--- src/rtl/led_brightness_sequencer.sv ---
// ----------------------------------------------------------------------------
// led_brightness_sequencer : two-button debounced brightness stepper with
//                            auto-repeat and glitch-free PWM LED drive
// Revision 1.0
// ----------------------------------------------------------------------------
`default_nettype none

module led_brightness_sequencer #(
  parameter int LVL_W       = 3,
  parameter int DEB_CYCLES  = 4,
  parameter int REPEAT_DLY  = 16,
  parameter int REPEAT_RATE = 8
) (
  input  logic             clk,
  input  logic             reset,
  input  logic             bright_up,
  input  logic             bright_down,
  output logic [LVL_W-1:0] level,
  output logic             led,
  output logic             at_max,
  output logic             at_min
);

  localparam logic [LVL_W-1:0] LVL_MAX  = '1;
  localparam logic [LVL_W-1:0] PWM_LAST = LVL_MAX - 1'b1;
  localparam int DEB_W   = (DEB_CYCLES > 1) ? $clog2(DEB_CYCLES) : 1;
  localparam int TMR_MAX = (REPEAT_DLY > REPEAT_RATE) ? REPEAT_DLY : REPEAT_RATE;
  localparam int TMR_W   = (TMR_MAX > 1) ? $clog2(TMR_MAX) : 1;
  localparam logic [DEB_W-1:0] DEB_LAST  = DEB_W'(DEB_CYCLES - 1);
  localparam logic [TMR_W-1:0] DLY_LOAD  = TMR_W'(REPEAT_DLY - 1);
  localparam logic [TMR_W-1:0] RATE_LOAD = TMR_W'(REPEAT_RATE - 1);

  typedef enum logic [1:0] {
    IDLE   = 2'd0,
    HOLD   = 2'd1,
    REPEAT = 2'd2
  } state_t;

  // Bit 0 is the up button, bit 1 the down button throughout.
  logic [1:0]            raw;
  logic [1:0]            s1;
  logic [1:0]            s2;
  logic [1:0]            db;
  logic [1:0]            db_d;
  logic [1:0]            armed;
  logic [1:0]            rise;
  logic [1:0]            warm;
  logic [1:0][DEB_W-1:0] deb_cnt;

  state_t                state;
  logic                  dir;
  logic [TMR_W-1:0]      timer;

  logic [LVL_W-1:0]      pwm_cnt;
  logic [LVL_W-1:0]      duty;

  assign raw = {bright_down, bright_up};

  // A button only becomes armed once its synchronised input has been seen
  // released after reset, so a button still held through reset cannot step.
  always_ff @(posedge clk) begin
    if (reset) begin
      s1      <= '0;
      s2      <= '0;
      db      <= '0;
      db_d    <= '0;
      deb_cnt <= '0;
      warm    <= '0;
      armed   <= '0;
    end else begin
      s1   <= raw;
      s2   <= s1;
      db_d <= db;
      if (warm != 2'd2) begin
        warm <= warm + 2'd1;
      end
      for (int b = 0; b < 2; b++) begin
        if (s2[b] != db[b]) begin
          if (deb_cnt[b] == DEB_LAST) begin
            db[b]      <= s2[b];
            deb_cnt[b] <= '0;
          end else begin
            deb_cnt[b] <= deb_cnt[b] + 1'b1;
          end
        end else begin
          deb_cnt[b] <= '0;
        end
        if ((warm == 2'd2) && !s2[b]) begin
          armed[b] <= 1'b1;
        end
      end
    end
  end

  assign rise = db & ~db_d & armed;

  function automatic logic [LVL_W-1:0] stepped(input logic [LVL_W-1:0] lv,
                                               input logic down);
    if (down) begin
      return (lv == '0) ? lv : lv - 1'b1;
    end
    return (lv == LVL_MAX) ? lv : lv + 1'b1;
  endfunction

  always_ff @(posedge clk) begin
    if (reset) begin
      state <= IDLE;
      dir   <= 1'b0;
      timer <= '0;
      level <= '0;
    end else begin
      case (state)
        IDLE: begin
          if (rise[0] && !db[1]) begin
            level <= stepped(level, 1'b0);
            dir   <= 1'b0;
            timer <= DLY_LOAD;
            state <= HOLD;
          end else if (rise[1] && !db[0]) begin
            level <= stepped(level, 1'b1);
            dir   <= 1'b1;
            timer <= DLY_LOAD;
            state <= HOLD;
          end
        end
        HOLD, REPEAT: begin
          if (!db[dir] || db[~dir]) begin
            state <= IDLE;
          end else if (timer == '0) begin
            level <= stepped(level, dir);
            timer <= RATE_LOAD;
            state <= REPEAT;
          end else begin
            timer <= timer - 1'b1;
          end
        end
        default: state <= IDLE;
      endcase
    end
  end

  // Duty only changes at the period boundary so every PWM period is whole.
  always_ff @(posedge clk) begin
    if (reset) begin
      pwm_cnt <= '0;
      duty    <= '0;
      led     <= 1'b0;
    end else begin
      led <= (pwm_cnt < duty);
      if (pwm_cnt == PWM_LAST) begin
        pwm_cnt <= '0;
        duty    <= level;
      end else begin
        pwm_cnt <= pwm_cnt + 1'b1;
      end
    end
  end

  assign at_max = (level == LVL_MAX);
  assign at_min = (level == '0);

endmodule

`default_nettype wire

--- config.mk ---
export PLATFORM = sky130hd
export DESIGN_NAME = led_brightness_sequencer
export DESIGN_NICKNAME = d
export VERILOG_FILES = /design/src/rtl/led_brightness_sequencer.sv
export SDC_FILE = /design/constraint.sdc
export NUM_CORES = 1
export LEC_CHECK = 0
export CAP_MARGIN = 20
export CORE_MARGIN = 4
export CORE_UTILIZATION = 57
export DETAILED_ROUTE_END_ITERATION = 16
export PLACE_DENSITY = 0.8
export REMOVE_ABC_BUFFERS = 1
export SLEW_MARGIN = 15
export SYNTH_ARGS = -nofsm -noshare
export SYNTH_HDL_FRONTEND = slang
export SYNTH_SLANG_ARGS = --single-unit
--- constraint.sdc ---
create_clock -name clk -period 2.1 [get_ports clk]
set_input_delay 0.21 -clock clk [delete_from_list [all_inputs] [get_ports clk]]
set_output_delay 0.21 -clock clk [all_outputs]
set_load 0.01 [all_outputs]
* After elaboration in Yosys (flattened, before gate mapping)
Cells that the tools add are included.
** Word-level totals
- Flip-flop bits (word level) :: 33
- Input bits :: 4
- Output and inout bits :: 6
- Word-level logic and storage cells :: 106
** Cells by class
- Add/sub/neg operators :: 7
- Magnitude comparators :: 3
- Equal/unequal tests :: 14
- Mux-type cells :: 34
- Bitwise operators :: 6
- Reductions and logical operators :: 25
** Operators with widths (count)
- 2-to-1 mux 3 bit :: 9
- 2-to-1 mux 4 bit :: 4
- 2-to-1 mux 1 bit :: 14
- equality test 2 bit (second input constant) :: 4
- 2-to-1 mux 2 bit :: 4
- one-hot mux 4 bit (2 select lines) :: 1
- AND reduction 2 bit :: 4
- adder 2 x 1 -> 2 bit (second input constant) :: 3
- adder 3 x 1 -> 3 bit (second input constant) :: 2
- equality test 3 bit (second input constant) :: 2
- != test 2 bit (second input constant) :: 3
- != test 3 bit (second input constant) :: 2
- one-hot mux 3 bit (2 select lines) :: 1
- OR reduction 3 bit :: 2
- zero test 1 bit :: 5
- bitwise AND 2 bit :: 2
- logical AND 1 bit :: 4
- zero test 4 bit :: 1
- < comparator 1 x 2 -> 1 bit (second input constant) :: 2
- one-hot mux 2 bit (2 select lines) :: 1
- AND reduction 4 bit :: 1
- nonzero test 2 bit :: 2
- OR reduction 2 bit :: 2
- subtractor 4 x 1 -> 4 bit (second input constant) :: 1
- 10 further kinds :: 13

* Longest topological paths before layout
Gate-level depths: netlist of run 1.
- Depth after elaboration :: 12
- Depth in mapped cells :: 8
- Mapped depth without buffers :: 7

* Least setup slack after synthesis of run 1
Ideal clock, no wire load.
- Path type :: flip-flop to flip-flop
- From :: register state[1]
- To :: register level[0]
- Setup time :: 0.116 ns
- Data arrival time :: 1.782 ns
- Required time :: 1.984 ns
- Setup slack :: 0.202 ns
- Cell stages (with the launch flop) :: 8
- Buffers on the path :: 1
- Period minus slack after synthesis :: 1.898 ns
- Path through :: dfxtp_1 > inv_1 > ha_1 > clkbuf_2 > mux2i_1 > mux2i_1 > a311oi_1 > a41o_1
** Between the ends
- Cells in the longest elaborated chain, start to end :: 4
- Elaborated cells on any way between the ends :: 10
- Those cells by class :: 5 x eq/ne; 1 x mux; 4 x reduce/logical
** Ends and longest elaborated chain
- start, declared :: RTL line 50 : state_t state;
- start signal, assigned :: RTL line 107 : state <= IDLE;
- start signal, assigned :: RTL line 118 : state <= HOLD;
- start signal, assigned :: RTL line 123 : state <= HOLD;
- equality test 2 x 1 -> 1 bit / equality test 2 bit (equally long branches) :: RTL line 112 : case (state)
- OR reduction 2 bit :: RTL line 112
- != test 2 bit (no source line) / nonzero test 2 bit (equally long branches)
- AND reduction 4 bit (no source line)
- end signal, assigned :: RTL line 115 : level <= stepped(level, 1'b0);
- end signal, assigned :: RTL line 120 : level <= stepped(level, 1'b1);
- end signal, assigned :: RTL line 130 : level <= stepped(level, dir);
- end, declared :: RTL line 18 : output logic [LVL_W-1:0] level,
Parallel ways exist; a longest one is shown, timed or not.
A chain may end at the register's enable or synchronous reset.

* Worst setup path after layout of run 1
- From :: register level[0]
- To :: output port at_min
** Between the ends
- Cells in the longest elaborated chain, start to end :: 1
** Ends and longest elaborated chain
- zero test 3 bit :: RTL line 160 : assign at_min = (level == '0);
- end, declared :: RTL line 21 : output logic at_min
Every way passes these cells.

==> impl_results.rst, run 1 <==
.. list-table::
   :header-rows: 1

   * - Metric
     - Value
   * - Result of the run
     - finished clean
   * - Post-DRT Antenna Nets
     - 0
   * - Fraction of power spent switching nets
     - between 20% and 30%
   * - Worst Max-Slew Pin Slew
     - 0.3448 ns
   * - GRT overflow
     - 0
   * - Most used flip-flop cell after synthesis
     - sky130_fd_sc_hd__dfxtp_1
   * - Total number of vias
     - about 1200
   * - Total number of clock tree sinks
     - 33
   * - Max-cap violation count
     - 0
   * - Largest net degree at the start of global routing
     - 32
   * - Leakage power summed over all cells
     - 0.0007115 uW
   * - Layout cell share with drive strength beyond 1
     - between 8 and 9%
   * - Headroom to the max-slew limit
     - roughly three quarters
   * - Site row count
     - 18
   * - Clk pwr share
     - a little over a quarter
   * - Effective utilization at floorplan
     - approximately three fifths
   * - Async set-or-reset flop fraction in the synthesized netlist
     - 0%
   * - Maximum fanout along the worst path
     - 5
   * - Fraction of power consumed by combinational cells
     - about a fifth
   * - Global-route wire length before repair
     - 5037 um
   * - Power share of the sequential group
     - a little over half
   * - Sequential element share of the synthesized area
     - a little over two fifths
   * - Final Power
     - around 1400 uW
   * - Number of global-route vias before repair
     - roughly 1200
   * - Total Die Area
     - 3610 sq um
   * - Final hold violations
     - 0
   * - Iteration-0 DRC Markers
     - 39
   * - Count of state elements after synthesis
     - 33
   * - Number of enable flip-flop cells after synthesis
     - 0
   * - Delay contributed by the slowest stage of the critical path
     - 0.50 ns
   * - Cells resized by post-CTS repair
     - 0
   * - Number of port buffers
     - 9
   * - CP delay by family, top
     - buffers and inverters
   * - Buffers inserted by post-CTS timing repair
     - 0
   * - H-tree level count
     - 2
   * - Mean area per synthesized cell
     - between 9 and 10 sq um
   * - Largest buffer count on any clock path
     - 2
   * - Most repeated library cell on the critical path
     - sky130_fd_sc_hd__ha_1
   * - Post-layout util
     - between 60% and 70%
   * - Detailed-route wire length per cell
     - about 13 um
   * - Slew Viols, Final
     - 0
   * - Global routing usage summed across all routing layers
     - roughly a fifth
   * - Buf+Inv Stages, Crit Path
     - 2
   * - Weighted congestion at the end of routability-driven global placement
     - between 0.7 and 0.8
   * - Highest clock rate
     - around 0.5 GHz
   * - Total clock buffers created by CTS
     - 5
   * - Start-to-end type of the worst setup path
     - reg -> out
   * - Final wirelength
     - approximately 2800 um
   * - Hold bufs inserted after CTS
     - 0
   * - Library cell contributing the largest single delay on the critical path
     - sky130_fd_sc_hd__clkdlybuf4s50_1
   * - Count of final setup violators
     - 0
   * - Clock latency on the worst-skew pair
     - approximately 0.33 ns
   * - Internal Pwr Total
     - just under 1000 uW
   * - Nets
     - ~200
   * - Peak VDD IR
     - between 600 and 700 uV
   * - Setup repair after global routing missed its margin
     - no
   * - Arrival time worst endpoint
     - between 1.5 and 2 ns
   * - Synthesized area
     - ~1500 sq um
   * - Maximum clock skew at final layout
     - 0.008038 ns
   * - DP HPWL
     - slightly below 2000 um
   * - Warnings from Yosys
     - 0
   * - 1st-pass router iterations
     - 4
   * - Die Y-Extent
     - ~60 um
   * - Power per standard cell area
     - ~800 nW/um^2
   * - Unique masters post-synth
     - ~40
   * - Setup total negative slack
     - 0 ns
   * - Clock tree from TritonCTS
     - yes
   * - Final critical path time including I/O delays and setup
     - between 1.5 and 2 ns
   * - Placed Instance Area
     - 1669 sq um
   * - Number of ports placed on the die boundary
     - 10
   * - Via density
     - approximately 5.6
   * - Nature of the critical path endpoint
     - output port
   * - Core area
     - 2522 sq um
   * - Class of the worst hold path
     - reg -> reg
   * - Cell count after synthesis
     - between 150 and 200
   * - Required arrival time at the worst endpoint
     - 1.89 ns
   * - Antenna violations before repair
     - 0
   * - Crit path cell chain
     - inv_1 > ha_1 > ha_1 > clkdlybuf4s50_1
   * - Area growth, synth to finish
     - 11.89%
   * - Count of antenna diodes in the layout
     - 0
   * - Clock-pin slew on the worst setup and hold paths
     - ~0.10 ns
   * - Root Driver
     - sky130_fd_sc_hd__clkbuf_4
   * - Fin Hold WS
     - ~0.42 ns
   * - Post-route DRC violation count
     - 0
   * - Finished Cell Area
     - 1730 sq um
   * - Switching power summed over all nets
     - 396.1 uW
   * - Chip Width
     - around 60 um
   * - Post-route clock period utilization
     - 94.94%
   * - Startpoint kind of the worst setup timing path
     - flip-flop
final timing paths:
| path | startpoint | endpoint | slack (ns) | cells past startpoint |
|---|---|---|---|---|
| worst max-delay path | level[0] | at_min | 0.11 | 4 |
| worst min-delay path | deb_cnt[2] | deb_cnt[2] | 0.42 | 1 |
| worst max register to register | state[0] | level[0] | 0.23 | 6 |
| worst min register to register | deb_cnt[2] | deb_cnt[2] | 0.42 | 1 |
placed cells by master (no fill, tap or decap), types with 2 or more instances in the layout:
| cell | netlist | layout |
|---|---|---|
| sky130_fd_sc_hd__mux2i_1 | 4 | 3 |
| sky130_fd_sc_hd__a211oi_1 | 5 | 5 |
| sky130_fd_sc_hd__nand2_1 | 11 | 11 |
| sky130_fd_sc_hd__clkbuf_4 | 0 | 5 |
| sky130_fd_sc_hd__nand3_1 | 4 | 4 |
| sky130_fd_sc_hd__ha_1 | 14 | 14 |
| sky130_fd_sc_hd__o21ai_0 | 2 | 2 |
| sky130_fd_sc_hd__dfxtp_1 | 33 | 32 |
| sky130_fd_sc_hd__nor2b_1 | 6 | 6 |
| sky130_fd_sc_hd__xnor2_1 | 2 | 2 |
| sky130_fd_sc_hd__nor2_1 | 19 | 19 |
| sky130_fd_sc_hd__a21oi_1 | 11 | 11 |
| sky130_fd_sc_hd__or3_1 | 4 | 4 |
| sky130_fd_sc_hd__and2_1 | 3 | 2 |
| sky130_fd_sc_hd__inv_1 | 21 | 21 |
| sky130_fd_sc_hd__nor3_1 | 2 | 2 |
| sky130_fd_sc_hd__a31oi_1 | 2 | 2 |
| sky130_fd_sc_hd__a311oi_1 | 2 | 2 |
| sky130_fd_sc_hd__buf_4 | 0 | 3 |
| sky130_fd_sc_hd__clkdlybuf4s50_1 | 0 | 9 |
metal layers:
metal	part of all wire, %	wire (um)	track usage (%)
met5	0	0	0
met4	1.8	51	7.595
met3	5.5	151	6.479
met2	50	1389	31.94
met1	42	1170	21.16
metrics by stage:
stage,worst slack [ns],cells
finish,0.1064,214
global route,0.003051,214
CTS,0.04996,214
detailed placement,0.1940,207
global placement,0.2757,207
floorplan,0.2102,165
power groups by stage:
stage,Sequential (uW),Combinational [uW],Clock [uW]
after global placement,737,267,0
final,727,288,356
after global routing,735,329,401
after floorplan,733,203,0
after detailed placement,741,285,0
after CTS,727,288,368
state kept, by name, summed over array words and instances (netlist names), 2 cells and up:
register,cells
deb_cnt,4
timer,4
duty,3
level,3
pwm_cnt,3
armed,2
db,2
db_d,2
s1,2
s2,2
state,2
warm,2
area by class of cell:
| class | instances | area [sq um] |
|---|---|---|
| Inverter | 21 | 78.83 |
| Fill cell | 218 | 792.0 |
| Tap cell | 30 | 37.54 |
| Timing Repair Buffer | 12 | 112.6 |
| Clock buffer | 7 | 55.05 |
| Multi-Input combinational cell | 111 | 784.5 |
| Sequential cell | 33 | 661.9 |
Yosys cell counts (2+ instances only):
library cell | instances | area (sq um)
sky130_fd_sc_hd__dfxtp_1 | 33 | 660.6
sky130_fd_sc_hd__inv_1 | 21 | 78.83
sky130_fd_sc_hd__nor2_1 | 19 | 71.32
sky130_fd_sc_hd__ha_1 | 14 | 175.2
sky130_fd_sc_hd__a21oi_1 | 11 | 55.05
sky130_fd_sc_hd__nand2_1 | 11 | 41.29
sky130_fd_sc_hd__nor2b_1 | 6 | 37.54
sky130_fd_sc_hd__a211oi_1 | 5 | 37.54
sky130_fd_sc_hd__mux2i_1 | 4 | 40.04
sky130_fd_sc_hd__nand3_1 | 4 | 20.02
sky130_fd_sc_hd__or3_1 | 4 | 25.02
sky130_fd_sc_hd__and2_1 | 3 | 18.77
sky130_fd_sc_hd__a311oi_1 | 2 | 17.52
sky130_fd_sc_hd__a31oi_1 | 2 | 12.51
sky130_fd_sc_hd__clkbuf_1 | 2 | 7.510
sky130_fd_sc_hd__nor3_1 | 2 | 10.01
sky130_fd_sc_hd__o21ai_0 | 2 | 10.01
sky130_fd_sc_hd__xnor2_1 | 2 | 17.52
logic make-up after synthesis:
kind of cell             synth area share (%)
AO/OA/AOI/OAI                           15.13
multiplexers                            2.589
XOR/XNOR                                1.699
flip-flops                              42.72
AND/OR/NAND/NOR                         19.66
adder cells (fa/ha/maj)                 11.33
buffers and inverters                   6.877
Power figures use the tool's default switching activity.
==> inputs of run 2 (changes only) <==
--- a/config.mk
+++ b/config.mk
@@ -10,4 +10,5 @@
 export CORE_UTILIZATION = 57
 export DETAILED_ROUTE_END_ITERATION = 16
+export HOLD_SLACK_MARGIN = 0.03
 export PLACE_DENSITY = 0.8
 export REMOVE_ABC_BUFFERS = 1
==> constraint.sdc (replaced) <==
create_clock -name clk -period 2 [get_ports clk]
set_input_delay 0.2 -clock clk [delete_from_list [all_inputs] [get_ports clk]]
set_output_delay 0.2 -clock clk [all_outputs]
set_load 0.1 [all_outputs]
==> impl_results.rst, run 2 (synthesized netlist as in run 1, its figures left out) <==
.. list-table::
   :header-rows: 1

   * - Metric
     - Value
   * - Result of the run
     - finished clean (unchanged)
   * - Hold bufs inserted after CTS
     - 0 (unchanged)
   * - Total met2 wirelength after detailed routing
     - 1313 um (was 1389 um)
   * - Layout cell share with drive strength beyond 1
     - 12.37% (was 8.152%)
   * - Total number of clock tree sinks
     - 33 (unchanged)
   * - Number of ports placed on the die boundary
     - 10 (unchanged)
   * - Highest-count cells in the layout ignoring fill and taps
     - sky130_fd_sc_hd__dfxtp_1, sky130_fd_sc_hd__inv_1, sky130_fd_sc_hd__nor2_1, sky130_fd_sc_hd__ha_1 (unchanged)
   * - Class of the worst hold path
     - in -> reg (was reg -> reg)
   * - Global-route wire length before repair
     - 4698 um (was 5037 um)
   * - Power per standard cell area
     - 886.9 nW/um^2 (was 792.1 nW/um^2)
   * - Wl on met1
     - 1251 um (was 1170 um)
   * - Max-cap violation count
     - 0 (unchanged)
   * - Routed wl met3
     - 119 um (was 151 um)
   * - Area growth, synth to finish
     - 14.48% (was 11.89%)
   * - Highest clock rate
     - roughly 0.54 GHz
   * - GRT overflow
     - 0 (unchanged)
   * - Clock tree from TritonCTS
     - yes (unchanged)
   * - Buf+Inv Stages, Crit Path
     - 1 (was 2)
   * - Final wirelength
     - 2730 um (was 2762 um)
   * - DP HPWL
     - 1935 um (was 1958 um)
   * - Peak VDD IR
     - 612.2 uV (was 659.3 uV)
   * - Number of port buffers
     - 9 (unchanged)
   * - Maximum fanout along the worst path
     - 5 (unchanged)
   * - Total number of vias
     - 1211 (was 1188)
   * - Count of final setup violators
     - 0 (unchanged)
   * - Leakage power summed over all cells
     - 0.0007458 uW (was 0.0007115 uW)
   * - Largest net degree at the start of global routing
     - 32 (unchanged)
   * - Crit path cell chain
     - inv_1 > ha_1 > mux2i_2 > mux2i_1 > a311oi_1 > a41o_1 (was inv_1 > ha_1 > ha_1 > clkdlybuf4s50_1)
   * - Delay contributed by the slowest stage of the critical path
     - 0.38 ns (was 0.50 ns)
   * - Detailed-route wire length per cell
     - 12.64 um (was 12.91 um)
   * - Fillcell total
     - 206 (was 218)
   * - Final hold violations
     - 0 (unchanged)
   * - Nets
     - 203 (was 202)
   * - Buffers inserted by post-CTS timing repair
     - 0 (unchanged)
   * - Registers with the most flip-flops
     - deb_cnt (4), timer (4) (unchanged)
   * - Chip Width
     - 60.09 um (unchanged)
   * - Antenna violations before repair
     - 0 (unchanged)
   * - Post-DRT Antenna Nets
     - 0 (unchanged)
   * - H-tree level count
     - 2 (unchanged)
   * - Post-layout util
     - 70.19% (was 68.60%)
   * - Maximum clock skew at final layout
     - 0.005490 ns (was 0.008038 ns)
   * - Nature of the critical path endpoint
     - flip-flop (was output port)
   * - DR top layer
     - met4 (unchanged)
   * - Slew Viols, Final
     - 0 (unchanged)
   * - Via density
     - 5.606 (was 5.551)
   * - Die Y-Extent
     - 60.09 um (unchanged)
   * - Final Power
     - 1570 uW (was 1371 uW)
   * - Core area
     - 2522 sq um (unchanged)
   * - Worst setup timing slack at the placement stage
     - 0.1167 ns (was 0.1940 ns)
   * - Root Driver
     - sky130_fd_sc_hd__clkbuf_4 (unchanged)
   * - Count of antenna diodes in the layout
     - 0 (unchanged)
   * - Worst Slack Setup Final
     - 0.1643 ns (was 0.1064 ns)
   * - Clock-pin slew on the worst setup and hold paths
     - 0.10 ns (about the same)
   * - Setup total negative slack
     - 0 ns (unchanged)
   * - Headroom to the max-slew limit
     - 69.30% (was 76.56%)
   * - Iteration-0 DRC Markers
     - 48 (was 39)
   * - Startpoint kind of the worst setup timing path
     - flip-flop (unchanged)
   * - CP delay by family, top
     - multiplexers (was buffers and inverters)
   * - Weighted congestion at the end of routability-driven global placement
     - 0.7939 (was 0.7969)
   * - Worst Max-Slew Pin Slew
     - 0.4605 ns (was 0.3448 ns)
   * - Site row count
     - 18 (unchanged)
   * - Global routing usage summed across all routing layers
     - 17.50% (was 18.75%)
   * - Post-route clock period utilization
     - between 90% and 100%
   * - Clock latency on the worst-skew pair
     - 0.33 ns (about the same)
   * - Total clock buffers created by CTS
     - 5 (unchanged)
   * - Number of global-route vias before repair
     - 1123 (was 1173)
   * - Arrival time worst endpoint
     - 2.06 ns (was 1.78 ns)
   * - Post-route DRC violation count
     - 0 (unchanged)
   * - Count of placed standard cells in the final layout, fillers left out
     - 216 (was 214)
   * - Total Die Area
     - 3610 sq um (unchanged)
   * - Placed Cells
     - 208 (was 207)
   * - Setup repair after global routing missed its margin
     - no (unchanged)
   * - Effective utilization at floorplan
     - 61.31% (unchanged)
   * - Library cell contributing the largest single delay on the critical path
     - sky130_fd_sc_hd__ha_1 (was sky130_fd_sc_hd__clkdlybuf4s50_1)
   * - Start-to-end type of the worst setup path
     - reg -> reg (was reg -> out)
   * - Final critical path time including I/O delays and setup
     - approximately 1.8 ns
   * - Most common library cell in the layout ignoring fill and taps
     - sky130_fd_sc_hd__dfxtp_1 (unchanged)
   * - Cells resized by post-CTS repair
     - 0 (unchanged)
   * - Required arrival time at the worst endpoint
     - 2.22 ns (was 1.89 ns)
   * - 1st-pass router iterations
     - 4 (unchanged)
   * - Largest buffer count on any clock path
     - 2 (unchanged)
==> run 2: cell type report <==
type                       count  area [sq um]  share of cell area, %
clock buffer                   7         65.06                  3.675
clock inverter                 1         5.005                 0.2827
timing repair buffer          13         130.1                  7.350
multi-input combinational    111         793.3                  44.81
tap                           30         37.54                  2.120
sequential                    33         660.6                  37.31
inverter                      21         78.83                  4.452
==> run 2: final timing paths <==
| path | from | slack (ns) | endpoint | cells past startpoint |
|---|---|---|---|---|
| worst min register to register | deb_cnt[2] | 0.42 | deb_cnt[2] | 1 |
| worst max register to register | state[0] | 0.16 | level[0] | 6 |
| worst max-delay path | state[0] | 0.16 | level[0] | 6 |
| worst min-delay path | bright_down | 0.41 | s1[1] | 2 |
==> run 2: stage by stage <==
stage | instance area [sq um] | hold WS (ns)
finish | 1770 | 0.4141
global route | 1770 | 0.3904
CTS | 1757 | 0.4011
detailed placement | 1687 | 0.4155
global placement | 1687 | 0.4057
floorplan | 1519 | 0.2679
==> run 2: worst reg2reg max path: cells and delay by family, from the launching register on <==
kind | cells | cell delay (ns)
AO/OA/AOI/OAI | 2 | 0.35
flip-flops | 1 | 0.34
adder cells (fa/ha/maj) | 1 | 0.38
buffers and inverters | 1 | 0.06
multiplexers | 2 | 0.61
==> run 2: where the power goes <==
group / internal, uW / leakage, uW / switching, uW
combinational: 151 / 0.000436 / 237
clock: 204 / 0.0000413 / 213
sequential: 719 / 0.000269 / 46.1
==> run 2: routing by layer <==
metal  track usage, %  vias up
li1                 -      613
met1            19.29      571
met2            30.25       22
met3            6.479        5
met4            6.646        0
met5                0        -
==> inputs of run 3 (changes only) <==
SETUP_SLACK_MARGIN = 0.4   (was default)
==> impl_results.rst, run 3 (synthesized netlist as in run 1, its figures left out) <==
.. list-table::
   :header-rows: 1

   * - Metric
     - Value
   * - Result of the run
     - finished clean (unchanged)
   * - Maximum clock skew at final layout
     - 0.01085 ns (was 0.005490 ns)
   * - Headroom to the max-slew limit
     - 74.86% (was 69.30%)
   * - Hold bufs inserted after CTS
     - 0 (unchanged)
   * - Leakage power summed over all cells
     - 0.0008371 uW (was 0.0007458 uW)
   * - Nature of the critical path endpoint
     - flip-flop (unchanged)
   * - Required arrival time at the worst endpoint
     - 2.22 ns (about the same)
   * - Power share of the sequential group
     - 45.6% (was 48.7%)
   * - Global-route wire length before repair
     - 5181 um (was 4698 um)
   * - Post-route clock period utilization
     - 85.28% (was 91.79%)
   * - Global routing usage summed across all routing layers
     - 19.55% (was 17.50%)
   * - Setup total negative slack
     - 0 ns (unchanged)
   * - Site row count
     - 18 (unchanged)
   * - H-tree level count
     - 2 (unchanged)
   * - Final critical path time including I/O delays and setup
     - 1.706 ns (was 1.836 ns)
   * - DP HPWL
     - 1935 um (unchanged)
   * - Total number of vias
     - 1310 (was 1211)
   * - Root Driver
     - sky130_fd_sc_hd__clkbuf_4 (unchanged)
   * - Area growth, synth to finish
     - 30.26% (was 14.48%)
   * - Final wirelength
     - 3461 um (was 2730 um)
   * - Antenna violations before repair
     - 0 (unchanged)
   * - Switching power summed over all nets
     - 544.3 uW (was 496.2 uW)
   * - Total Die Area
     - 3610 sq um (unchanged)
   * - Nets
     - 217 (was 203)
   * - Layout cell share with drive strength beyond 1
     - 32.00% (was 12.37%)
   * - Effective utilization at floorplan
     - 61.31% (unchanged)
   * - Number of ports placed on the die boundary
     - 10 (unchanged)
   * - Via density
     - 5.696 (was 5.606)
   * - Post-DRT Antenna Nets
     - 0 (unchanged)
   * - Class of the worst hold path
     - in -> reg (unchanged)
   * - Highest-count cells in the layout ignoring fill and taps
     - sky130_fd_sc_hd__dfxtp_1, sky130_fd_sc_hd__nor2_1, sky130_fd_sc_hd__buf_4, sky130_fd_sc_hd__inv_1, sky130_fd_sc_hd__a21oi_1 (was sky130_fd_sc_hd__dfxtp_1, sky130_fd_sc_hd__inv_1, sky130_fd_sc_hd__nor2_1, sky130_fd_sc_hd__ha_1)
   * - Registers with the most flip-flops
     - deb_cnt (4), timer (4) (unchanged)
   * - 1st-pass router iterations
     - 4 (unchanged)
   * - Worst Max-Slew Pin Slew
     - 0.3720 ns (was 0.4605 ns)
   * - Fillcell total
     - 157 (was 206)
   * - Detailed-route wire length per cell
     - 15.05 um (was 12.64 um)
   * - Internal Pwr Total
     - 1135 uW (was 1074 uW)
   * - Clock tree from TritonCTS
     - yes (unchanged)
   * - Power per standard cell area
     - 833.5 nW/um^2 (was 886.9 nW/um^2)
   * - Die Y-Extent
     - 60.09 um (unchanged)
   * - Highest clock rate
     - 0.5863 GHz (was 0.5448 GHz)
   * - Count of final setup violators
     - 0 (unchanged)
   * - Count of antenna diodes in the layout
     - 0 (unchanged)
   * - Largest net degree at the start of global routing
     - 32 (unchanged)
   * - Total clock buffers created by CTS
     - 5 (unchanged)
   * - Number of global-route vias before repair
     - 1177 (was 1123)
   * - Iteration-0 DRC Markers
     - 77 (was 48)
   * - Clk pwr share
     - 25.2% (was 26.5%)
   * - Number of port buffers
     - 9 (unchanged)
   * - Final hold violations
     - 0 (unchanged)
   * - Max-cap violation count
     - 0 (unchanged)
   * - Fraction of power spent switching nets
     - 32.42% (was 31.60%)
   * - Maximum fanout along the worst path
     - 5 (unchanged)
   * - Chip Width
     - 60.09 um (unchanged)
   * - Final Power
     - 1679 uW (was 1570 uW)
   * - Start-to-end type of the worst setup path
     - reg -> reg (unchanged)
   * - Fraction of power consumed by combinational cells
     - 29.2% (was 24.7%)
   * - Core area
     - 2522 sq um (unchanged)
   * - GRT overflow
     - 0 (unchanged)
   * - Clock latency on the worst-skew pair
     - 0.33 ns (about the same)
   * - Clock-pin slew on the worst setup and hold paths
     - 0.10 ns (about the same)
   * - Most common library cell in the layout ignoring fill and taps
     - sky130_fd_sc_hd__dfxtp_1 (unchanged)
   * - Largest buffer count on any clock path
     - 2 (unchanged)
   * - Setup repair after global routing missed its margin
     - yes (was no)
   * - Startpoint kind of the worst setup timing path
     - flip-flop (unchanged)
   * - Arrival time worst endpoint
     - 1.93 ns (was 2.06 ns)
   * - Total number of clock tree sinks
     - 33 (unchanged)
   * - Post-route DRC violation count
     - 0 (unchanged)
   * - Peak VDD IR
     - 662.8 uV (was 612.2 uV)
   * - Weighted congestion at the end of routability-driven global placement
     - 0.7939 (unchanged)
   * - Slew Viols, Final
     - 0 (unchanged)
run 3: cell count changes in the layout (fill, tap and decap cells not counted), sizes merged:
cell  before  now
buf       10   23
and2       3    4
run 3: cell type report:
class	instances	area [sq um]	share of cell area (%)
clock buffer	7	65.06	3.230
inverter	21	78.83	3.913
multi-input combinational	112	918.4	45.59
tap	30	37.54	1.863
clock inverter	1	5.005	0.2484
timing repair buffer	26	232.7	11.55
sequential	33	676.9	33.60
run 3: per-layer routing:
metal	up-vias	track usage (%)	wire length (um)
met3	10	6.479	163
met5	-	0	0
met4	0	9.177	77
li1	647	-	-
met1	607	22.21	1481
met2	46	32.72	1738
run 3: repair_timing:
| item | CTS | global route |
|---|---|---|
| setup endpoints to repair | 11 | 11 |
| resized for setup | 23 | 20 |
| pin swaps | 8 | 6 |
| setup buffers | 9 | 3 |
| cloned | 1 | 1 |
run 3: worst paths after layout:
check,from,end,slack (ns),depth (start not counted)
hold reg to reg,deb_cnt[2],deb_cnt[2],0.43,1
setup reg to reg,state[1],level[0],0.29,6
setup / recovery,state[1],level[0],0.29,6
hold / removal,bright_down,s1[1],0.42,2
run 3: through the flow:
| step | hold slack, ns | instance area, sq um | setup slack (ns) | utilization, % | instances |
|---|---|---|---|---|---|
| CTS | 0.4012 | 1906 | 0.3532 | 75.55 | 226 |
| global placement | 0.4057 | 1687 | 0.1695 | 66.87 | 208 |
| finish | 0.4175 | 2014 | 0.2944 | 79.86 | 230 |
| global route | 0.3884 | 2014 | 0.2095 | 79.86 | 230 |
| floorplan | 0.2679 | 1519 | -0.9264 | - | 165 |
| detailed placement | 0.4155 | 1687 | 0.1167 | 66.87 | 208 |
run 3: critical path, cell delays in order (launching register included):
cell and delay, ns:
sky130_fd_sc_hd__dfxtp_2 0.36, sky130_fd_sc_hd__inv_2 0.05, sky130_fd_sc_hd__ha_4 0.30, sky130_fd_sc_hd__mux2i_4 0.28, sky130_fd_sc_hd__mux2i_2 0.28, sky130_fd_sc_hd__a311oi_1 0.13, sky130_fd_sc_hd__a41o_1 0.21
run 3: power groups by stage:
| stage | Clock [uW] | Combinational [uW] | Sequential [uW] |
|---|---|---|---|
| CTS | 437 | 443 | 763 |
| detailed placement | 0 | 381 | 779 |
| global placement | 0 | 366 | 774 |
| finish | 424 | 491 | 765 |
| floorplan | 0 | 241 | 810 |
| global route | 474 | 532 | 773 |
